File: src/rtl/up_down_counter.sv
// Up/down counter with load, clear, boundary carry pulse and sticky overflow.
// All arithmetic comes from a single incrementer-decrementer whose carry
// network can be built serial, Brent-Kung or Sklansky.

// Incrementer-decrementer: Z = A + CI (DEC=0) or A - CI (DEC=1), CO on boundary.
module IncDecC #(
  parameter int unsigned width = 8,
  parameter int unsigned speed = 0
) (
  input  logic [width-1:0] A,
  input  logic             CI,
  input  logic             DEC,
  output logic [width-1:0] Z,
  output logic             CO
);

  localparam int unsigned LVLS = (width > 1) ? $clog2(width) : 1;

  logic [width-1:0] w_t;  // per-bit propagate: all-ones run (inc) or all-zeros run (dec)
  logic [width-1:0] w_p;  // w_p[i] = AND of w_t[0..i]
  logic [width-1:0] w_c;  // carry/borrow into each bit

  assign w_t = A ^ {width{DEC}};

  generate
    if (speed == 0) begin : g_serial
      // Ripple prefix AND, one level per bit.
      always_comb begin
        w_p = w_t;
        for (int i = 1; i < int'(width); i++) begin
          w_p[i] = w_p[i] & w_p[i-1];
        end
      end
    end else if (speed == 1) begin : g_brent_kung
      // Up-sweep builds power-of-two spans, down-sweep fills the gaps.
      always_comb begin
        w_p = w_t;
        for (int l = 0; l < int'(LVLS); l++) begin
          for (int i = 0; i < int'(width); i++) begin
            if (((i + 1) % (1 << (l + 1))) == 0) begin
              w_p[i] = w_p[i] & w_p[i - (1 << l)];
            end
          end
        end
        for (int l = int'(LVLS) - 1; l >= 0; l--) begin
          for (int i = 0; i < int'(width); i++) begin
            if ((((i + 1) % (1 << (l + 1))) == (1 << l)) && (i >= (1 << (l + 1)))) begin
              w_p[i] = w_p[i] & w_p[i - (1 << l)];
            end
          end
        end
      end
    end else begin : g_sklansky
      // Divide-and-conquer: each upper half picks up the last bit of its lower half.
      always_comb begin
        w_p = w_t;
        for (int l = 0; l < int'(LVLS); l++) begin
          for (int i = 0; i < int'(width); i++) begin
            if (((i >> l) & 1) == 1) begin
              w_p[i] = w_p[i] & w_p[((i >> l) << l) - 1];
            end
          end
        end
      end
    end
  endgenerate

  assign w_c = {w_p[width-2:0], 1'b1} & {width{CI}};
  assign Z   = A ^ w_c;
  assign CO  = CI & w_p[width-1];

endmodule

// Counter top: priority RST_N > CLR > LD > EN > hold.
module up_down_counter #(
  parameter int unsigned width = 8,
  parameter int unsigned speed = 0,
  parameter int unsigned sat   = 0
) (
  input  logic             CLK,
  input  logic             RST_N,
  input  logic             CLR,
  input  logic             LD,
  input  logic [width-1:0] D,
  input  logic             EN,
  input  logic             DEC,
  output logic [width-1:0] Q,
  output logic             CO,
  output logic             TC,
  output logic             OVF
);

  localparam bit SAT_EN = (sat != 0);

  logic [width-1:0] r_q;
  logic             r_co;
  logic             r_ovf;
  logic [width-1:0] w_z;
  logic             w_step_co;
  logic [width-1:0] w_q_nxt;
  logic             w_co_nxt;
  logic             w_ovf_nxt;

  IncDecC #(
    .width (width),
    .speed (speed)
  ) u_incdec (
    .A   (r_q),
    .CI  (1'b1),
    .DEC (DEC),
    .Z   (w_z),
    .CO  (w_step_co)
  );

  // Next-state selection; a saturating counter refuses the boundary step.
  always_comb begin
    w_q_nxt   = r_q;
    w_co_nxt  = 1'b0;
    w_ovf_nxt = r_ovf;
    if (CLR) begin
      w_q_nxt   = '0;
      w_ovf_nxt = 1'b0;
    end else if (LD) begin
      w_q_nxt   = D;
      w_ovf_nxt = 1'b0;
    end else if (EN) begin
      if (w_step_co) begin
        w_co_nxt  = 1'b1;
        w_ovf_nxt = 1'b1;
        if (!SAT_EN) begin
          w_q_nxt = w_z;
        end
      end else begin
        w_q_nxt = w_z;
      end
    end
  end

  // State registers with synchronous active-low reset.
  always_ff @(posedge CLK) begin
    if (!RST_N) begin
      r_q   <= '0;
      r_co  <= 1'b0;
      r_ovf <= 1'b0;
    end else begin
      r_q   <= w_q_nxt;
      r_co  <= w_co_nxt;
      r_ovf <= w_ovf_nxt;
    end
  end

  assign Q   = r_q;
  assign CO  = r_co;
  assign OVF = r_ovf;
  assign TC  = DEC ? (r_q == '0) : (r_q == '1);

endmodule

File: config.mk
export PLATFORM = sky130hd
export DESIGN_NAME = up_down_counter
export DESIGN_NICKNAME = d
export VERILOG_FILES = /design/src/rtl/up_down_counter.sv
export SDC_FILE = /design/constraint.sdc
export NUM_CORES = 1
export LEC_CHECK = 0
export ABC_AREA = 1
export BUFFER_PORTS_ARGS = -buffer_cell sky130_fd_sc_hd__buf_2
export CAP_MARGIN = 20
export CORE_UTILIZATION = 43
export DETAILED_ROUTE_END_ITERATION = 6
export HOLD_SLACK_MARGIN = 0.02
export PLACE_DENSITY = 0.83
export SYNTH_ARGS = -nofsm -noshare
export SYNTH_HDL_FRONTEND = slang
export SYNTH_SLANG_ARGS = --single-unit
File: constraint.sdc
create_clock -name CLK -period 1.2 [get_ports CLK]
set_input_delay 0.18 -clock CLK [delete_from_list [all_inputs] [get_ports CLK]]
set_output_delay 0.18 -clock CLK [all_outputs]
set_load 0.01 [all_outputs]
==> summary.txt <==
Pint - 0.569 mW
Top-count cell post-synth - nand2_1
Clock share of power - 0.283
Worst min-delay path class - input port to flop
Slowest-stage cell, CP - dfxtp_2
Gp weighted congestion - 0.790
Crit share post-route - 1.17
Hpwl dp - 1290 um
Post-DR wirelength/cell - 13.5 um
Crit Path Class - flop to output port
CTS HTree Levels - 1
Worst endpoint data arrival time - 1.22 ns
Max cap viols - 0
Register share of total power - 0.416
Sequential share of the synthesized area - 0.271
Leakage - 0.516 nW
Sequential Area - 214 um^2
Top post-synthesis cells by count - nand2_1 (17), inv_1 (12), nand3_1 (11)
Slew Limit Fails - 0
Critical path, cell by cell - inv_1 > nand3_1 > nand2_2 > nand4_4 > nor2_4 > buf_6
Seq cells post-synth - 10
Tot Pwr - 0.859 mW
Number of vias per cell - 5.26
Number of global-route vias before repair - 795
Area grow syn2layout - 43.1%
Worst-path clk slew - 0.07 ns
Post-synth top area share - 0.271
# clock sinks - 10
Delay-heaviest family, CP - simple AND/OR/NAND/NOR gates
DRT iter0 DRCs - 33
Sw power - 0.290 mW
FP Rows - 14
Core Area - 1560 um^2
Worst Tran Pin Value - 0.335 ns
Critical Path RT - 1.02 ns
Worst Skew - 0.00245 ns
Die X - 43.4 um
Synth warn - 0
Post-Route WL - 2050 um
Synth top area cells - dfxtp_1 (27%), nand2_1 (8.6%), nand3_1 (7.5%)
Ys flop type - dfxtp_1
Largest net degree at the start of global routing - 13
Post-synth ARST share - 0
CTS tree - yes
Total number of vias - 800
Sw frac - 0.337
Area of the multi-input gates - 500 um^2
Final WS setup - -0.198 ns
Clk buf depth - 2
Crit path buf inv count - 2
Clock latency at the later pin of the worst-skew pair - 0.27 ns
Min Tclk post-route - 1.40 ns
Post-detailed-route count of antenna-violating nets - 0
Num CTS Buffers - 3
Die ar. - 1890 um^2
Max Clk Rate - 715 MHz
Synth Cell Area - 738 um^2
Status - finished, violations left
Util after Layout - 0.677
DRC Markers - 2
I/O pin cnt - 25
Peak supply drop - 383 uV
Final-layout fill cell count - 134
Root buf cell - clkbuf_4
Mapped Cells - 96
Failing checks - design-rule violations, negative setup slack
Overall Global Routing Usage - 0.235
Initial Utilization - 0.474
Power Dens Cells - 813 nW/um^2
# diodes - 0
Dpl ws - -0.0604 ns
Slowest Stage Delay on Critical Path - 0.34 ns
Final setup vio count - 6
Library cells used by synthesis - 27
Number of synthesized flops with an enable pin - 0
Initial antenna violation count - 0
IO buf count - 24
Max_slew headroom - 0.776
Syn nets - 110
Combinational fraction of design power - 0.300
Final TNS setup - -0.675 ns
Hold Vio Cnt, Final - 0
Area leader, netlist - dfxtp_1
Synth Area per Inst - 7.69 um^2
Net count reported at finish - 152
Grt total ovfl - 0
Share of layout cells above drive strength 1 - 0.559
Critical-path maximum fanout - 4
Die Span Y - 43.4 um
CP endpoint kind - output port
Setup crit start kind - flop
Unrepaired setup endpoints after global routing - yes
Drt pass-1 iters - 6
First-pass GRT wire length - 3280 um
WHS - 0.172 ns
==> logic make-up (layout without fill, tap and decap cells) <==
| logic type | count (synthesis) | in the layout | synth area share |
|---|---|---|---|
| AO/OA/AOI/OAI | 16 | 16 | 0.158 |
| XOR/XNOR | 5 | 5 | 0.0695 |
| buffers and inverters | 16 | 56 | 0.112 |
| flip-flops | 10 | 10 | 0.271 |
| AND/OR/NAND/NOR | 49 | 49 | 0.390 |
==> layout by cell type (no fill, tap or decap), types with 3 or more instances in the layout <==
cell and instances:
buf_2 23, nand2_1 16, buf_4 15, nand3_1 10, inv_1 9, dfxtp_2 5
nand2_2 5, nor2_1 5, a22oi_1 5, xor2_1 4, nor2_4 4, dfxtp_1 3
inv_2 3, nand3_2 3, a21oi_1 3, clkbuf_4 3
==> state kept, by name, indices dropped and copies added (netlist names) <==
name	cells
Q	8
OVF	1
CO	1
==> through the flow <==
| step | cell area, um^2 | instances |
|---|---|---|
| floorplan | 738 | 96 |
| global placement | 908 | 141 |
| CTS | 1020 | 150 |
| finish | 1060 | 152 |
| global route | 1060 | 152 |
| detailed placement | 908 | 141 |
==> layer usage <==
metal / track usage / wire [um]
met5: 0 / 0
met4: 0.144 / 40
met3: 0.0375 / 82
met2: 0.433 / 1090
met1: 0.247 / 832
==> repair_timing <==
action                     in CTS  in global routing
resized for setup              16                  5
hold buffers                    0                  0
setup endpoints to repair       2                  9
setup buffers                   6                  2
pin swaps                       6                  4
==> final timing paths <==
kind         from   end  slack, ns  cells after the start
max          Q[5]    TC      -0.20                      6
min           CLR  Q[0]       0.17                      4
max reg2reg  Q[5]  Q[7]      -0.18                     10
min reg2reg   OVF   OVF       0.46                      1
==> power by group through the flow <==
stage	clock network, mW	logic, mW	registers (mW)
global placement	0	0.197	0.363
global route	0.256	0.276	0.359
floorplan	0	0.131	0.370
CTS	0.231	0.241	0.357
detailed placement	0	0.204	0.363
finish	0.243	0.258	0.358
==> layout make-up <==
class | instances | share of cell area
Tap cell | 16 | 0.0190
Clock buffer | 3 | 0.0213
Timing Repair Buffer | 39 | 0.226
Inverter | 14 | 0.0569
Sequential cell | 10 | 0.203
Multi-Input combinational cell | 70 | 0.474
==> tightest hold or removal path, delay by kind of cell <==
family	cells	cell delay, ns
simple gates	1	0.05
compound gates	1	0.06
buf+inv	2	0.11
Note: power is estimated with default switching activity, not from simulation.
